**src/rtl/min_receive_fsm.sv**
```systemverilog
// Purpose: byte-stuffed framed receiver (AA AA AA | ID | LEN | payload | CRC32 | 55) with payload streaming and frame verdict.
// Latency: every output is registered; payload and verdict strobes appear one cycle after the triggering byte's i_valid.
// Backpressure: none; one byte per cycle is accepted whenever i_valid is high, and the receiver never stalls the source.
module min_receive_fsm #(
   parameter int MAX_PAYLOAD = 255
) (
   input  logic       i_clk,
   input  logic       i_rst_n,
   input  logic [7:0] i_data,
   input  logic       i_valid,
   output logic [5:0] o_id,
   output logic [7:0] o_len,
   output logic [7:0] o_pl_data,
   output logic       o_pl_valid,
   output logic       o_pl_last,
   output logic       o_frame_ok,
   output logic       o_frame_err,
   output logic [1:0] o_err_code,
   output logic       o_busy
);

   localparam logic [7:0]  SYNC_BYTE = 8'hAA;
   localparam logic [7:0]  STUF_BYTE = 8'h55;
   localparam logic [7:0]  EOF_BYTE  = 8'h55;
   localparam logic [31:0] CRC_INIT  = 32'hFFFF_FFFF;
   localparam logic [31:0] CRC_POLY  = 32'hEDB8_8320;
   localparam logic [7:0]  MAX_LEN   = 8'(MAX_PAYLOAD);

   localparam logic [1:0] ERR_CRC  = 2'd0;
   localparam logic [1:0] ERR_EOF  = 2'd1;
   localparam logic [1:0] ERR_LEN  = 2'd2;
   localparam logic [1:0] ERR_SYNC = 2'd3;

   typedef enum logic [3:0] {
      S_SEARCH,
      S_ID,
      S_LEN,
      S_PAYLOAD,
      S_CRC3,
      S_CRC2,
      S_CRC1,
      S_CRC0,
      S_EOF
   } state_t;

   state_t      state_q, state_d;
   logic [1:0]  stuff_cnt_q, stuff_cnt_d;
   logic [31:0] crc_q, crc_d;
   logic [31:0] rx_crc_q, rx_crc_d;
   logic [7:0]  pcnt_q, pcnt_d;

   logic [5:0]  id_d;
   logic [7:0]  len_d;
   logic [7:0]  pl_data_d;
   logic        pl_valid_d, pl_last_d;
   logic        frame_ok_d, frame_err_d;
   logic [1:0]  err_code_d;
   logic        busy_d;
   logic        in_frame;
   logic        pl_final;

   // Reflected CRC-32 advanced by one whole byte in a single cycle.
   function automatic logic [31:0] crc32_byte(input logic [31:0] c, input logic [7:0] d);
      logic [31:0] r;
      r = c ^ {24'h0, d};
      for (int k = 0; k < 8; k++) begin
         r = r[0] ? ((r >> 1) ^ CRC_POLY) : (r >> 1);
      end
      return r;
   endfunction

   assign in_frame = (state_q != S_SEARCH);
   assign pl_final = (({1'b0, pcnt_q} + 9'd1) == {1'b0, o_len});

   // Next-state and next-output logic: de-stuffing first, then one frame byte per accepted beat.
   always_comb begin
      state_d     = state_q;
      stuff_cnt_d = stuff_cnt_q;
      crc_d       = crc_q;
      rx_crc_d    = rx_crc_q;
      pcnt_d      = pcnt_q;
      id_d        = o_id;
      len_d       = o_len;
      pl_data_d   = o_pl_data;
      pl_valid_d  = 1'b0;
      pl_last_d   = 1'b0;
      frame_ok_d  = 1'b0;
      frame_err_d = 1'b0;
      err_code_d  = 2'd0;

      if (i_valid) begin
         if (stuff_cnt_q == 2'd2) begin
            // Third byte after two 0xAA: header, stuff byte, or broken sync.
            stuff_cnt_d = 2'd0;
            if (i_data == SYNC_BYTE) begin
               state_d = S_ID;
               crc_d   = CRC_INIT;
               if (in_frame) begin
                  frame_err_d = 1'b1;
                  err_code_d  = ERR_SYNC;
               end
            end else if (i_data != STUF_BYTE) begin
               if (in_frame) begin
                  state_d     = S_SEARCH;
                  frame_err_d = 1'b1;
                  err_code_d  = ERR_SYNC;
               end
            end
         end else begin
            stuff_cnt_d = (i_data == SYNC_BYTE) ? (stuff_cnt_q + 2'd1) : 2'd0;
            case (state_q)
               S_SEARCH: begin
                  state_d = S_SEARCH;
               end
               S_ID: begin
                  id_d    = i_data[5:0];
                  crc_d   = crc32_byte(crc_q, i_data);
                  state_d = S_LEN;
               end
               S_LEN: begin
                  len_d  = i_data;
                  crc_d  = crc32_byte(crc_q, i_data);
                  pcnt_d = 8'd0;
                  if (i_data > MAX_LEN) begin
                     state_d     = S_SEARCH;
                     frame_err_d = 1'b1;
                     err_code_d  = ERR_LEN;
                  end else if (i_data == 8'd0) begin
                     state_d = S_CRC3;
                  end else begin
                     state_d = S_PAYLOAD;
                  end
               end
               S_PAYLOAD: begin
                  crc_d      = crc32_byte(crc_q, i_data);
                  pl_data_d  = i_data;
                  pl_valid_d = 1'b1;
                  pl_last_d  = pl_final;
                  pcnt_d     = pcnt_q + 8'd1;
                  if (pl_final) begin
                     pcnt_d  = 8'd0;
                     state_d = S_CRC3;
                  end
               end
               S_CRC3: begin
                  rx_crc_d = {rx_crc_q[23:0], i_data};
                  state_d  = S_CRC2;
               end
               S_CRC2: begin
                  rx_crc_d = {rx_crc_q[23:0], i_data};
                  state_d  = S_CRC1;
               end
               S_CRC1: begin
                  rx_crc_d = {rx_crc_q[23:0], i_data};
                  state_d  = S_CRC0;
               end
               S_CRC0: begin
                  rx_crc_d = {rx_crc_q[23:0], i_data};
                  state_d  = S_EOF;
               end
               S_EOF: begin
                  // A bad terminator outranks a bad CRC.
                  state_d = S_SEARCH;
                  if (i_data != EOF_BYTE) begin
                     frame_err_d = 1'b1;
                     err_code_d  = ERR_EOF;
                  end else if (rx_crc_q != ~crc_q) begin
                     frame_err_d = 1'b1;
                     err_code_d  = ERR_CRC;
                  end else begin
                     frame_ok_d = 1'b1;
                  end
               end
               default: begin
                  state_d = S_SEARCH;
               end
            endcase
         end
      end

      busy_d = (state_d != S_SEARCH);
   end

   // State, counters, CRC and all registered outputs; reset drops any frame in flight.
   always_ff @(posedge i_clk or negedge i_rst_n) begin
      if (!i_rst_n) begin
         state_q     <= S_SEARCH;
         stuff_cnt_q <= 2'd0;
         crc_q       <= CRC_INIT;
         rx_crc_q    <= 32'd0;
         pcnt_q      <= 8'd0;
         o_id        <= 6'd0;
         o_len       <= 8'd0;
         o_pl_data   <= 8'd0;
         o_pl_valid  <= 1'b0;
         o_pl_last   <= 1'b0;
         o_frame_ok  <= 1'b0;
         o_frame_err <= 1'b0;
         o_err_code  <= 2'd0;
         o_busy      <= 1'b0;
      end else begin
         state_q     <= state_d;
         stuff_cnt_q <= stuff_cnt_d;
         crc_q       <= crc_d;
         rx_crc_q    <= rx_crc_d;
         pcnt_q      <= pcnt_d;
         o_id        <= id_d;
         o_len       <= len_d;
         o_pl_data   <= pl_data_d;
         o_pl_valid  <= pl_valid_d;
         o_pl_last   <= pl_last_d;
         o_frame_ok  <= frame_ok_d;
         o_frame_err <= frame_err_d;
         o_err_code  <= err_code_d;
         o_busy      <= busy_d;
      end
   end

endmodule

```
**config.mk**
```make
export PLATFORM = sky130hd
export DESIGN_NAME = min_receive_fsm
export DESIGN_NICKNAME = d
export VERILOG_FILES = /design/src/rtl/min_receive_fsm.sv
export SDC_FILE = /design/constraint.sdc
export NUM_CORES = 1
export LEC_CHECK = 0
export ABC_CLOCK_PERIOD_IN_PS = 2400
export BUFFER_PORTS_ARGS = -buffer_cell sky130_fd_sc_hd__buf_2
export CORE_MARGIN = 1.5
export CORE_UTILIZATION = 55
export CTS_CLUSTER_DIAMETER = 120
export CTS_CLUSTER_SIZE = 12
export DETAILED_ROUTE_END_ITERATION = 6
export GPL_TIMING_DRIVEN = 0
export PLACE_DENSITY = 0.73
export SLEW_MARGIN = 20
export SYNTH_ARGS = -nofsm -noshare
export SYNTH_HDL_FRONTEND = slang
export SYNTH_SLANG_ARGS = --single-unit
```
**constraint.sdc**
```tcl
create_clock -name i_clk -period 2.4 [get_ports i_clk]
set_clock_uncertainty 0.05 [all_clocks]
set_input_delay 0.24 -clock i_clk [delete_from_list [all_inputs] [get_ports i_clk]]
set_output_delay 0.24 -clock i_clk [all_outputs]
set_load 0.01 [all_outputs]
```
Yosys cells after proc, flatten, opt, wreduce, memory -nomap -nowiden

Cells that the tools add are included.

Order comparisons: 1
$add $sub $neg: 3
Bitwise logic cells: 11
Multiplexer cells: 52
Shift-type cells: 0
Multiply operators: 0
Divide/modulo/power cells: 0
Equal/unequal tests: 14
Reductions and logical operators: 13

Operator list:

| kind                                                 | count |
|---|---|
| two-way mux 32 bit                                   | 11 |
| NOT 13 -> 14 bit                                     | 8 |
| != test 32 bit                                       | 1 |
| NOT 32 bit                                           | 1 |
| bitwise XOR 32 x 8 -> 32 bit                         | 1 |
| one-hot mux 4 bit (7 select lines)                   | 1 |
| two-way mux 4 bit                                    | 6 |
| two-way mux 1 bit                                    | 20 |
| AND reduction 3 bit                                  | 6 |
| equality test 4 x 3 -> 1 bit (second input constant) | 4 |
| two-way mux 2 bit                                    | 8 |
| one-hot mux 8 bit (2 select lines)                   | 1 |
| adder 8 x 1 -> 9 bit (second input constant)         | 1 |
| equality test 9 x 8 -> 1 bit                         | 1 |
| adder 8 x 1 -> 8 bit (second input constant)         | 1 |
| equality test 4 x 2 -> 1 bit (second input constant) | 2 |
| equality test 8 bit (second input constant)          | 1 |
| > comparator 8 bit (second input constant)           | 1 |
| zero test 8 bit                                      | 1 |
| two-way mux 8 bit                                    | 1 |
| != test 8 x 7 -> 1 bit (second input constant)       | 1 |
| nonzero test 4 bit                                   | 2 |
| two-way mux 3 bit                                    | 2 |
| equality test 4 x 1 -> 1 bit (second input constant) | 1 |
| other kinds (10)                                     | 11 |

Output and inout bits: 29
Logic and storage cells: 108
Input bits: 11
Register bits: 107
Latch bits: 0
Memories kept: 0
Bits in read-only memories: 0
Memory bits (writable): 0

Logic depth before layout (Yosys ltp)

Depth after elaboration: 19
Mapped depth: 10
Depth with buffers taken out: 8

Least setup slack after synthesis

Ideal clock, no wire load.

Kind: register to register
Start point: reg pcnt_q[0]
End point: reg o_busy
Cell stages (with the launch flop): 9
Required time: 2211 ps
Setup slack: 126 ps
Period minus slack after synthesis: 2274 ps
Library setup time: 139 ps
Buffers on the path: 0
Arrival time: 2086 ps
Cell sequence: dfrtp_1 ha_1 nand3_2 nor2_1 xnor2_1 nor4_4 nand2_2 a31o_1 or4_1

Longest elaborated chain between the ends: 7

RTL lines:

| element                            | line | text |
|---|---|---|
| start: declaration                 | 50   | `logic [7:0] pcnt_q, pcnt_d;` |
| start signal: assignment           | 206  | `pcnt_q <= pcnt_d;` |
| adder 8 x 1 -> 9 bit               | 73   | `assign pl_final = (({1'b0, pcnt_q} + 9'd1) == {1'b0, o_len});` |
| equality test 9 x 8 -> 1 bit       | 73   |  |
| two-way mux 4 bit                  | 140  | `if (pl_final) begin` |
| one-hot mux 4 bit (7 select lines) | 111  | `case (state_q)` |
| two-way mux 4 bit                  | 92   | `if (stuff_cnt_q == 2'd2) begin` |
| two-way mux 4 bit                  | 91   | `if (i_valid) begin` |
| named net state_d[1]               | 46   | `state_t state_q, state_d;` |
| nonzero test 4 bit                 | 181  | `busy_d = (state_d != S_SEARCH);` |
| named net busy_d                   | 58   | `logic busy_d;` |
| end signal: assignment             | 215  | `o_busy <= busy_d;` |
| end: declaration                   | 19   | `output logic o_busy` |

The timed path passes the listed nets, and every way through them passes these cells.
A chain may end at the register's enable or synchronous reset.

Final worst setup path

Start point: reg pcnt_q[1]
End point: reg o_busy

Same word-level chain as after synthesis.

==> flow_metrics.env <==
export IMPL_use_met3_pct=6.20
export IMPL_cp_arrival_ns=2.66
export IMPL_grt_use_met1_pct=31.6
export IMPL_antenna_found_initial=0
export IMPL_drive_above_1_share_pct=32.0
export IMPL_vdd_drop_max_mv=1.43
export IMPL_place_hpwl_mm=9.22
export IMPL_ant_nets=0
export IMPL_power_total_uw=10900
export IMPL_ys_top_cells_by_area="dfrtp_1 (34%), dfstp_2 (15%), xnor2_1 (11%), mux2_2 (9.5%), xor2_1 (4.9%)"
export IMPL_final_common_cell="dfrtp_1"
export IMPL_finalHoldViolCount=0
export IMPL_drtIter0Drc=199
export IMPL_synth_top_family_by_area="XOR/XNOR gates"
export IMPL_p_int_uw=6260
export IMPL_syn_num_nets=517
export IMPL_violations="setup timing"
export IMPL_ios=40
export IMPL_clockBufferDepth=2
export IMPL_cts_sinks=107
export IMPL_swShare_pct=42.8
export IMPL_start_util_pct=57.0
export IMPL_synth_top_cell_area_share_pct=33.5
export IMPL_final_max_slew_viol_count=0
export IMPL_seq_area_frac_synth_pct=48.6
export IMPL_p_leak_uw=0.00267
export IMPL_grt_setup_unrepaired="true"
export IMPL_status="complete, but fails checks"
export IMPL_wire_per_inst_um=18.5
export IMPL_drt_pass1_iterations=4
export IMPL_cp_max_fo=4
export IMPL_die_y_um=104
export IMPL_cts_made_buffers=9
export IMPL_port_buffers=39
export IMPL_crit_type="flip-flop to flip-flop"
export IMPL_hold_path_class="primary input to flip-flop"
export IMPL_cts_root_buf="clkbuf_8"
export IMPL_power_frac_clock_pct=11.0
export IMPL_track_usage_pct=25.5
export IMPL_p_per_area_mw_per_mm2=1710
export IMPL_max_freq_mhz=407
export IMPL_syn_area_sq_mm=0.00560
export IMPL_maxCapViolations=0
export IMPL_place_congestion=0.872
export IMPL_via_per_inst=5.67
export IMPL_avgSynthCellArea_sq_um=11.1
export IMPL_dieWidth_um=104
export IMPL_syn2layout_area_growth_pct=14.5
export IMPL_slowest_stage="dfrtp_2"
export IMPL_yosysTopAreaCell="dfrtp_1"
export IMPL_die_area_sq_mm=0.0108
export IMPL_setup_violations_final=1
export IMPL_fillers=787
export IMPL_setup_ws_ns=-0.0572
export IMPL_synth_fa_ha_area_share_pct=0.447
export IMPL_layout_common_cells="dfrtp_1 (72), xnor2_1 (71), nor2_1 (48)"
export IMPL_dp_cells=677
export IMPL_p_switching_uw=4680
export IMPL_crit_required_ns=2.60
export IMPL_pre_cts_ws_ns=-0.587
export IMPL_clk_pin_slew_ns=0.12
export IMPL_slew_headroom_pct=50.3
export IMPL_grt_remaining_overflow=0
export IMPL_cp_end_kind="flip-flop"
export IMPL_synth_edf_count=0
export IMPL_power_share_sequential_pct=33.0
export IMPL_drc=0
export IMPL_synth_area_mux_share_pct=9.81
export IMPL_min_period_ns=2.46
export IMPL_cts_tree="yes"
export IMPL_max_stage_delay_ns=0.46
export IMPL_nets=576
export IMPL_cp_cell_sequence="ha_4, inv_1, a211oi_1, o32a_1, nor4_4, nand2_2, a31o_1, or4_1"
export IMPL_synthArstFlopShare_pct=100
export IMPL_placed_area_sq_mm=0.00600
export IMPL_syn_inst=504
export IMPL_antenna_cells=0
export IMPL_synthSimpleGateAreaFrac_pct=11.5
export IMPL_routed_wl_mm=12.9
export IMPL_grt_pass1_wl_mm=21.3
export IMPL_holdWs_ns=0.0800
export IMPL_grt_max_degree=61
export IMPL_stdcell_count=701
export IMPL_use_met2_pct=42.5
export IMPL_synth_compound_area_share_pct=8.50
export IMPL_num_rows=36
export IMPL_stdcell_area_sq_mm=0.00641
export IMPL_busiest_layer="met2"
export IMPL_p_comb_share_pct=56.1
export IMPL_crit_path_start_kind="flip-flop"
export IMPL_fp_coreArea_sq_mm=0.00982
export IMPL_ys_ff_latch=107
export IMPL_clock_latency_ns=0.40
export IMPL_yosys_most_used_dff="dfrtp_1"
export IMPL_yosysWarningCount=0
export IMPL_htreeDepth=3
export IMPL_worst_pin_slew_ns=0.740
export IMPL_synth_distinct_cells=56
export IMPL_synth_xor_area_share_pct=19.2
export IMPL_post_route_period_util_pct=102
export IMPL_num_vias=3972
export IMPL_first_global_vias=4111
==> cells in the mapped netlist, types with 6 or more instances <==
library cell / number
xor2_1: 31
nand2_1: 38
a31oi_1: 6
nor4_1: 12
nand3_1: 7
mux2_2: 47
xnor2_1: 72
dfstp_2: 32
xnor2_2: 7
clkbuf_1: 13
a21oi_1: 40
a22o_1: 6
nor2_1: 49
inv_1: 6
dfrtp_1: 75
==> final timing paths <==
kind | slack [ns] | to | depth (start not counted) | from
worst max-delay path | -0.06 | o_busy$_DFF_PN0_ | 8 | pcnt_q[1]$_DFFE_PN0P_
worst min-delay path | 0.08 | o_pl_data[6]$_DFFE_PN0P_ | 3 | i_data[6]
worst max register to register | -0.06 | o_busy$_DFF_PN0_ | 8 | pcnt_q[1]$_DFFE_PN0P_
worst min register to register | 0.44 | o_pl_data[7]$_DFFE_PN0P_ | 2 | o_pl_data[7]$_DFFE_PN0P_
max in group asynchronous | 1.27 | crc_q[16]$_DFFE_PN1P_ | 3 | i_rst_n
min in group asynchronous | 0.35 | pcnt_q[2]$_DFFE_PN0P_ | 2 | i_rst_n
==> per-stage QoR <==
stage | util (%) | setup TNS (ns)
floorplan | - | 0
global placement | 60.7 | -25.63
detailed placement | 61.1 | -19.67
CTS | 64.7 | -0.0258
global route | 65.2 | -0.248
finish | 65.2 | -0.0572
==> cell type report <==
class / instances / area, sq um / area share [%]
Clock inverter: 7 / 105 / 1.64
Tap cell: 133 / 166 / 2.60
Inverter: 7 / 26.3 / 0.410
Multi-Input combinational cell: 372 / 2870 / 44.8
Clock buffer: 9 / 124 / 1.93
Buffer: 18 / 98.8 / 1.54
Sequential cell: 107 / 2720 / 42.5
Timing Repair Buffer: 48 / 292 / 4.55
==> layer usage <==
metal / share of wire, % / up-vias
met5: 0 / -
met4: 2.9 / 0
met3: 3.8 / 23
met2: 51 / 87
met1: 42 / 2000
li1: - / 1862
==> what timing repair did <==
| item | CTS | global route |
|---|---|---|
| pin swaps | 7 | 6 |
| resized for setup | 17 | 13 |
| endpoints found under the hold margin | 42 | 0 |
| hold buffers | 1 | 0 |
| buffers inserted | 6 | 1 |
| endpoints found under the setup margin | 52 | 66 |
==> power groups by stage <==
stage / registers (uW) / clock network (uW) / logic [uW]
finish: 3600 / 1200 / 6130
global route: 3710 / 1290 / 6670
CTS: 3590 / 1240 / 6060
detailed placement: 3620 / 0 / 5870
global placement: 3570 / 0 / 5740
floorplan: 3490 / 0 / 4610
==> logic make-up (layout without fill, tap and decap cells) <==
logic type	after synthesis	after routing
flops	107	107
compound gates	75	75
buf+inv	25	89
fa+ha+maj	2	2
simple gates	133	133
mux	49	49
xor+xnor	113	113
==> state kept, by name (all words and copies together), names as in the netlist <==
signal and flops:
o_pl_data 8, pcnt_q 8, o_busy 1, o_err_code 2, o_frame_ok 1, crc_q 32
o_pl_valid 1, o_pl_last 1, rx_crc_q 32, stuff_cnt_q 2, o_len 8, o_frame_err 1
state_q 4, o_id 6
==> critical path, delay by kind of cell (launching register included) <==
kind / cells / cell delay (ns)
adder cells (fa/ha/maj): 1 / 0.20
AND/OR/NAND/NOR: 3 / 0.94
flip-flops: 1 / 0.46
buffers and inverters: 1 / 0.08
AO/OA/AOI/OAI: 3 / 0.58
No activity file was read; power rests on OpenSTA's default activity.
